[src/rtl/infoframe_packet_serializer_if.sv]
// Packet-side bus of the data-island serializer: the packet handshake and payload
// coming in, and the per-pixel serialized word going out to the TERC4 stage.
`timescale 1ns/1ps
interface infoframe_packet_serializer_if;
    logic             pkt_valid;
    logic             pkt_ready;
    logic [23:0]      header;
    logic [3:0][55:0] sub;
    logic             advance;
    logic [8:0]       packet_data;
    logic             data_valid;
    logic             last;

    // Packet source / island scheduler side
    modport master (
        output pkt_valid, header, sub, advance,
        input  pkt_ready, packet_data, data_valid, last
    );

    // Serializer side
    modport slave (
        input  pkt_valid, header, sub, advance,
        output pkt_ready, packet_data, data_valid, last
    );
endinterface

[src/rtl/infoframe_packet_serializer.sv]
// HDMI data-island packet serializer: shadows one packet (24-bit header plus four
// 56-bit subpackets), appends BCH parity on the fly and emits one 9-bit word per
// advancing pixel clock for 32 clocks.
//
// state   | meaning
// --------+-----------------------------------------------------------
// ST_IDLE | no packet in flight, pkt_ready high
// ST_SEND | shadowed packet being emitted, r_cnt = index of next word
`timescale 1ns/1ps
module infoframe_packet_serializer (
    input  logic                           clk_pixel,
    input  logic                           reset_n,
    infoframe_packet_serializer_if.slave   bus
);
    typedef enum logic {ST_IDLE = 1'b0, ST_SEND = 1'b1} state_t;

    state_t           r_state;
    state_t           w_state_nxt;
    logic [4:0]       r_cnt;
    logic [23:0]      r_hdr;
    logic [3:0][55:0] r_sub;
    logic [7:0]       r_ecc_h;
    logic [3:0][7:0]  r_ecc_s;
    logic [8:0]       r_data;
    logic             r_valid;
    logic             r_last;

    logic             w_step;
    logic             w_cnt_end;
    logic             w_ready;
    logic             w_load;
    logic [23:0]      w_hdr_sh;
    logic [3:0][55:0] w_sub_sh;
    logic [8:0]       w_word;
    logic [7:0]       w_ecc_h_nxt;
    logic [3:0][7:0]  w_ecc_s_nxt;

    // One LFSR step of the BCH parity generator (polynomial folded into 8'h83)
    function automatic logic [7:0] bch_step(input logic [7:0] ecc, input logic b);
        logic fb;
        fb = ecc[0] ^ b;
        return (ecc >> 1) ^ (fb ? 8'h83 : 8'h00);
    endfunction

    assign w_cnt_end = (r_cnt == 5'd31);
    assign w_step    = (r_state == ST_SEND) && bus.advance;
    // The final word's cycle doubles as a load slot so packets can run back to back
    assign w_ready   = (r_state == ST_IDLE) || (w_step && w_cnt_end);
    assign w_load    = bus.pkt_valid && w_ready;

    assign bus.pkt_ready   = w_ready;
    assign bus.packet_data = r_data;
    assign bus.data_valid  = r_valid;
    assign bus.last        = r_last;

    // State register
    always_ff @(posedge clk_pixel or negedge reset_n) begin
        if (!reset_n) r_state <= ST_IDLE;
        else          r_state <= w_state_nxt;
    end

    // Next state: a load always wins, even on the last word of the current packet
    always_comb begin
        w_state_nxt = r_state;
        if (w_load)                   w_state_nxt = ST_SEND;
        else if (w_step && w_cnt_end) w_state_nxt = ST_IDLE;
    end

    // Word selection for the current count and the parity the step would leave behind;
    // parity stops moving once the data bits of a field are exhausted
    always_comb begin
        w_word      = '0;
        w_ecc_h_nxt = r_ecc_h;
        w_ecc_s_nxt = r_ecc_s;
        w_hdr_sh    = r_hdr >> r_cnt;
        w_sub_sh    = '0;
        if (r_cnt < 5'd24) begin
            w_word[0]   = w_hdr_sh[0];
            w_ecc_h_nxt = bch_step(r_ecc_h, w_hdr_sh[0]);
        end else begin
            w_word[0] = r_ecc_h[r_cnt[2:0]];
        end
        for (int k = 0; k < 4; k++) begin
            w_sub_sh[k] = r_sub[k] >> {r_cnt, 1'b0};
            if (r_cnt < 5'd28) begin
                w_word[1+k]    = w_sub_sh[k][0];
                w_word[5+k]    = w_sub_sh[k][1];
                w_ecc_s_nxt[k] = bch_step(bch_step(r_ecc_s[k], w_sub_sh[k][0]), w_sub_sh[k][1]);
            end else begin
                w_word[1+k] = r_ecc_s[k][{r_cnt[1:0], 1'b0}];
                w_word[5+k] = r_ecc_s[k][{r_cnt[1:0], 1'b1}];
            end
        end
    end

    // Shadow, counter, parity and output registers; a same-cycle load overrides the step
    always_ff @(posedge clk_pixel or negedge reset_n) begin
        if (!reset_n) begin
            r_cnt   <= '0;
            r_hdr   <= '0;
            r_sub   <= '0;
            r_ecc_h <= '0;
            r_ecc_s <= '0;
            r_data  <= '0;
            r_valid <= 1'b0;
            r_last  <= 1'b0;
        end else begin
            if (w_step) begin
                r_data  <= w_word;
                r_valid <= 1'b1;
                r_last  <= w_cnt_end;
                r_cnt   <= r_cnt + 5'd1;
                r_ecc_h <= w_ecc_h_nxt;
                r_ecc_s <= w_ecc_s_nxt;
            end else begin
                r_valid <= 1'b0;
                r_last  <= 1'b0;
            end
            if (w_load) begin
                r_hdr   <= bus.header;
                r_sub   <= bus.sub;
                r_ecc_h <= '0;
                r_ecc_s <= '0;
                r_cnt   <= '0;
            end
        end
    end
endmodule

[src/flat_wrapper.sv]
// flat-port wrapper written by rule: the top's interface ports become plain ports
module infoframe_packet_serializer_flat 
  (clk_pixel, reset_n, bus_pkt_valid, bus_header, bus_sub, bus_advance, bus_pkt_ready, bus_packet_data, bus_data_valid, bus_last);
  infoframe_packet_serializer_if bus_i ();
  input  logic clk_pixel;
  input  logic reset_n;
  input wire logic [$bits(bus_i.pkt_valid)-1:0] bus_pkt_valid;
  input wire logic [$bits(bus_i.header)-1:0] bus_header;
  input wire logic [$bits(bus_i.sub)-1:0] bus_sub;
  input wire logic [$bits(bus_i.advance)-1:0] bus_advance;
  output wire logic [$bits(bus_i.pkt_ready)-1:0] bus_pkt_ready;
  output wire logic [$bits(bus_i.packet_data)-1:0] bus_packet_data;
  output wire logic [$bits(bus_i.data_valid)-1:0] bus_data_valid;
  output wire logic [$bits(bus_i.last)-1:0] bus_last;
  assign bus_i.pkt_valid = bus_pkt_valid;
  assign bus_i.header = bus_header;
  assign bus_i.sub = bus_sub;
  assign bus_i.advance = bus_advance;
  assign bus_pkt_ready = bus_i.pkt_ready;
  assign bus_packet_data = bus_i.packet_data;
  assign bus_data_valid = bus_i.data_valid;
  assign bus_last = bus_i.last;
  infoframe_packet_serializer u_core (.clk_pixel(clk_pixel), .reset_n(reset_n), .bus(bus_i));
endmodule
[config.mk]
export PLATFORM = sky130hd
export DESIGN_NAME = infoframe_packet_serializer_flat
export DESIGN_NICKNAME = d
export VERILOG_FILES = /design/src/rtl/infoframe_packet_serializer_if.sv /design/src/rtl/infoframe_packet_serializer.sv /design/src/flat_wrapper.sv
export SDC_FILE = /design/constraint.sdc
export NUM_CORES = 1
export LEC_CHECK = 0
export CAP_MARGIN = 20
export CORE_MARGIN = 4
export CORE_UTILIZATION = 54
export DETAILED_ROUTE_END_ITERATION = 8
export HOLD_SLACK_MARGIN = 0.1
export PLACE_DENSITY = 0.94
export SYNTH_ARGS = -nofsm -noshare
export SYNTH_HDL_FRONTEND = slang
export SYNTH_SLANG_ARGS = --single-unit
[constraint.sdc]
create_clock -name clk_pixel -period 7.35 [get_ports clk_pixel]
set_clock_uncertainty 0.05 [all_clocks]
set_input_delay 1.47 -clock clk_pixel [delete_from_list [all_inputs] [get_ports clk_pixel]]
set_output_delay 1.47 -clock clk_pixel [all_outputs]
set_load 0.02 [all_outputs]
Word-level counts from Yosys, hierarchy flattened
Cells that the tools add are included.
- word-level logic and storage cells: 107
- output and inout bits: 12
- input port bits: 252
- register bits: 305
- equality and inequality tests: 1
- add/sub/neg operators: 1
- shift operators: 5
- $lt $le $gt $ge: 5
- bitwise operators: 19
- multiplexer cells: 51
- reduce and logical (&&, ||, !) cells: 10
- operators by type and width (operator ; number):
    $shr 56x6->2 ; 4
    $mux 8 ; 16
    $xor 7x8->8 ; 9
    $mux 32 ; 2
    $shr 24x5->1 ; 1
    $mux 1 ; 22
    $bmux 1 s2 ; 8
    $lt 3x4->1 const B ; 3
    $lt 5x5->1 const B ; 2
    $mux 5 ; 2
    $xor 1x1->1 ; 9
    $reduce_bool 2->1 ; 4
    $add 5x1->5 const B ; 1
    $eq 5x5->1 const B ; 1
    $reduce_and 2->1 ; 2
    $bmux 1 s3 ; 1
    $logic_and 1x1->1 ; 3
    $logic_or 1x1->1 ; 1
    $not 1->1 ; 1

Longest topological paths before layout
- depth in word-level cells: 10
- depth in mapped cells: 12
- mapped depth without buffers: 8

Least setup slack after synthesis
No wires, ideal clock.
- path type: input -> output
- from: in bus_advance
- to: out bus_pkt_ready
- path buffers: 0
- stages on the path: 2
- data required time: 5.830 ns
- path slack: 3.958 ns
- arrival time: 1.872 ns
- cell sequence: and3_1 > nand2b_1
- cells in the longest elaborated chain, start to end: 3
- ends and longest elaborated chain (what ; line ; RTL):
    from (decl) ; flat_wrapper.sv:10 ; input wire logic [$bits(bus_i.advance)-1:0] bus_advance;
    $logic_and 1x1->1 ; infoframe_packet_serializer.sv:46 ; assign w_step = (r_state == ST_SEND) && bus.advance;
    $logic_and 1x1->1 ; infoframe_packet_serializer.sv:48 ; assign w_ready = (r_state == ST_IDLE) || (w_step && w_cnt_end);
    $logic_or 1x1->1 ; infoframe_packet_serializer.sv:48 ;
    to (decl) ; flat_wrapper.sv:11 ; output wire logic [$bits(bus_i.pkt_ready)-1:0] bus_pkt_ready;
No other way between the ends.

Worst setup path after layout
- from: reg u_core.r_cnt[1]
- to: out bus_pkt_ready
- cells in the longest elaborated chain, start to end: 3
- ends and longest elaborated chain (what ; line ; RTL):
    from (decl) ; infoframe_packet_serializer.sv:19 ; logic [4:0] r_cnt;
    from (signal assigned) ; infoframe_packet_serializer.sv:112 ; r_cnt <= r_cnt + 5'd1;
    $eq 5x5->1 ; infoframe_packet_serializer.sv:45 ; assign w_cnt_end = (r_cnt == 5'd31);
    $logic_and 1x1->1 ; infoframe_packet_serializer.sv:48 ;
    $logic_or 1x1->1 ; infoframe_packet_serializer.sv:48 ;
No other way between the ends.

==> impl_metrics.csv <==
group,metric,value,unit
layout,drive_above_1_share,6.202,%
synthesis,yosysWarnings,0,
placed_design,hpwl,28140,um
critical_path,cp_slowest_cell,"clkdlybuf4s50_1",
job,maxCapViolCount,0,
power_and_ir_drop,p_per_area,339.8,nW/um^2
floorplan,rows,59,
power_and_ir_drop,peakVddDrop,201.7,uV
synthesis,synth_top_area_cell,"dfrtp_1",
grt,grt_antenna_before_repair,3,
synthesis,syn_inst,1589,
drt,wire_per_inst,19.18,um
critical_path,crit_buf_inv,2,
critical_path,critPathCaptureType,"primary output",
placed_design,portBuffers,263,
sta,rsz0062_at_grt,"false",
floorplan,die-area,29250,sq um
worst_hold_path,hold_class,"flip-flop to flip-flop",
critical_path,crit_end,"bus_pkt_ready",
clock_tree,cts_max_path_buffers,3,
drt,first_iter_violations,1209,
clock_tree,cts_root_buf,"clkbuf_16",
synthesis,async_flop_share,100.0,%
synthesis,synth_edf_count,0,
grt,grt_use_total,27.87,%
critical_path,crit_chain,"buf_4 > ha_1 > and3_1 > ha_1 > and3_1 > nand2b_1 > clkdlybuf4s50_1",
floorplan,fp.dieH,171.0,um
critical_path,r2r-end,"u_core.r_ecc_s[1]",
sta,slew-limit-headroom,28.06,%
sta,tns,0,ns
drt,ant_nets,0,
critical_path,critPathArrivalTime,3.12,ns
synthesis,synth_area,14350,sq um
critical_path,cp-start-kind,"flip-flop",
critical_path,reg2reg_depth,8,
clock_tree,clock_sinks,305,
critical_path,max_stage_delay,0.64,ns
power_and_ir_drop,leakage,8.890,nW
sta,fin_ws,2.714,ns
critical_path,r2r-start,"u_core.r_cnt[0]",
layout,mostFrequentLayoutCell,"nand2_1",
synthesis,synth-seq-cells,305,
placed_design,pre_cts_slack,2.865,ns
placed_design,place_congestion,0.8463,
layout,nets,2054,
layout,syn2layout_area_growth,26.41,%
run_status,status,"completed",
placed_design,place_area,17120,sq um
critical_path,crit_path_start,"u_core.r_cnt[1]",
floorplan,die_w,171.0,um
clock_tree,clk_pin_slew,0.06,ns
clock_tree,tritoncts,"yes",
synthesis,seq_area_frac_synth,53.19,%
synthesis,syn_area_per_cell,9.031,sq um
layout,final_cell_mix,"nand2_1 (826), dfrtp_1 (303), clkdlybuf4s50_1 (262), mux2i_1 (75), a21oi_1 (45)",
grt,globalRouteOverflowTotal,0,
sta,hold_viol,0,
critical_path,critPathRequiredTime,5.83,ns
clock_tree,numCtsBuffers,31,
clock_tree,cts_resized,0,
synthesis,synth_flop_cell,"dfrtp_1",
layout,finalInstanceArea,18140,sq um
drt,drc,0,
critical_path,critical_path_cell_count,7,
critical_path,path_class,"flip-flop to primary output",
synthesis,yosys-top-cells-area,"dfrtp_1 (53%), nand2_1 (22%), mux4_2 (5.8%)",
synthesis,synth_top_area_share,53.19,%
sta,slew_viol_final,0,
grt,grt_pass1_wl,64740,um
grt,grt_pass1_vias,12650,
clock_tree,h-tree-depth,1,
drt,drt-total-wl,41420,um
critical_path,worst-path-max-fanout,45,
floorplan,boundaryPins,264,
critical_path,crit_family,"buffers and inverters",
floorplan,initial_core_util,54.91,%
layout,nFillCells,1859,
drt,firstDrtPassIters,6,
drt,via_count,12320,
sta,fin_crit_sh,63.07,%
clock_tree,hold_buffers,0,
grt,grt_max_degree,172,
sta,fmax,215.7,MHz
sta,tightest_slew,1.077,ns
drt,post_drt_via_cell_ratio,5.704,
floorplan,core-area,26130,sq um
sta,holdWs,0.4193,ns
sta,setup_viol,0,
clock_tree,postCtsSetupBuffers,0,
clock_tree,clk_latency,0.57,ns
synthesis,synth_nets,1843,
sta,fin_crit,4.636,ns
critical_path,reg2reg_slack,3.36,ns
power_and_ir_drop,power,6.164,mW
synthesis,synth_cell_types,48,
report_power, final:
group	switching, mW	leakage (nW)	internal, mW
Clock	0.662	0.504	0.913
Sequential	0.289	3.81	2.00
Combinational	1.23	4.57	1.08
Yosys cell counts (9+ instances only):
master,instances
dfrtp_1,305
nor2_1,23
nand3_1,14
buf_1,9
mux4_2,37
buf_2,11
nand2b_1,10
a31oi_1,13
mux2i_1,75
xnor2_1,14
nor2b_1,9
nand2_1,827
a22oi_1,25
a21oi_1,45
clkbuf_1,70
cells by family (layout without fill, tap and decap cells):
family | Yosys count | in the layout | synth area share, %
AND/OR/NAND/NOR | 919 | 919 | 25.28
flip-flops | 305 | 305 | 53.19
AO/OA/AOI/OAI | 124 | 124 | 5.598
multiplexers | 116 | 116 | 11.35
buffers and inverters | 105 | 338 | 3.261
XOR/XNOR | 18 | 18 | 1.151
adder cells (fa/ha/maj) | 2 | 2 | 0.1744
other | 0 | 3 | 0
worst min path at each step:
stage                       from                 to  slack (ns)  depth (start not counted)
5_1_grt         u_core.r_sub[29]   u_core.r_sub[29]        0.43                          2
2_1_floorplan   u_core.r_hdr[10]   u_core.r_hdr[10]        0.39                          2
3_3_place_gp   u_core.r_sub[165]  u_core.r_sub[165]        0.40                          2
3_5_place_dp    u_core.r_hdr[18]   u_core.r_hdr[18]        0.41                          2
4_1_cts         u_core.r_hdr[18]   u_core.r_hdr[18]        0.42                          2
6_report         u_core.r_hdr[8]    u_core.r_hdr[8]        0.42                          2
state kept, by name, indices dropped and copies added, names as in the netlist:
signal / cells
u_core.r_ecc_h: 8
u_core.bus.data_valid: 1
u_core.bus.last: 1
u_core.r_ecc_s: 32
u_core.r_hdr: 24
u_core.r_sub: 224
u_core.r_state: 1
u_core.r_cnt: 5
u_core.bus.packet_data: 9
cell type report:
type	count	area [sq um]	area share, %
Inverter	6	22.52	0.1242
Tap cell	335	419.2	2.311
Timing Repair Buffer	277	2780	15.33
Clock inverter	11	116.4	0.6415
Sequential cell	305	7637	42.10
Antenna cell	3	7.507	0.04139
Clock buffer	44	894.6	4.932
Multi-Input combinational cell	1179	6262	34.52
worst reg2reg max path, stage by stage, from the launching register on:
cell and delay, ns:
dfrtp_4 0.81, buf_4 0.75, mux4_2 0.66, mux2_2 0.32
a22o_1 0.28, or3_1 0.35, a211o_1 0.30, a21oi_2 0.18
mux2i_1 0.21
stage by stage:
stage	utilization [%]	std cells
4_1_cts	69.39	2157
3_5_place_dp	65.52	2102
3_3_place_gp	65.52	2102
5_1_grt	69.40	2158
2_1_floorplan	-	1589
6_report	69.41	2160
per-layer routing:
layer / vias up / wire length [um] / GRT usage (%)
met5: - / 23 / 0
met4: 4 / 1718 / 10.06
met3: 125 / 3069 / 4.598
met2: 576 / 21010 / 48.76
met1: 6024 / 15600 / 35.22
li1: 5592 / - / -
Note: power is estimated with default switching activity, not from simulation.
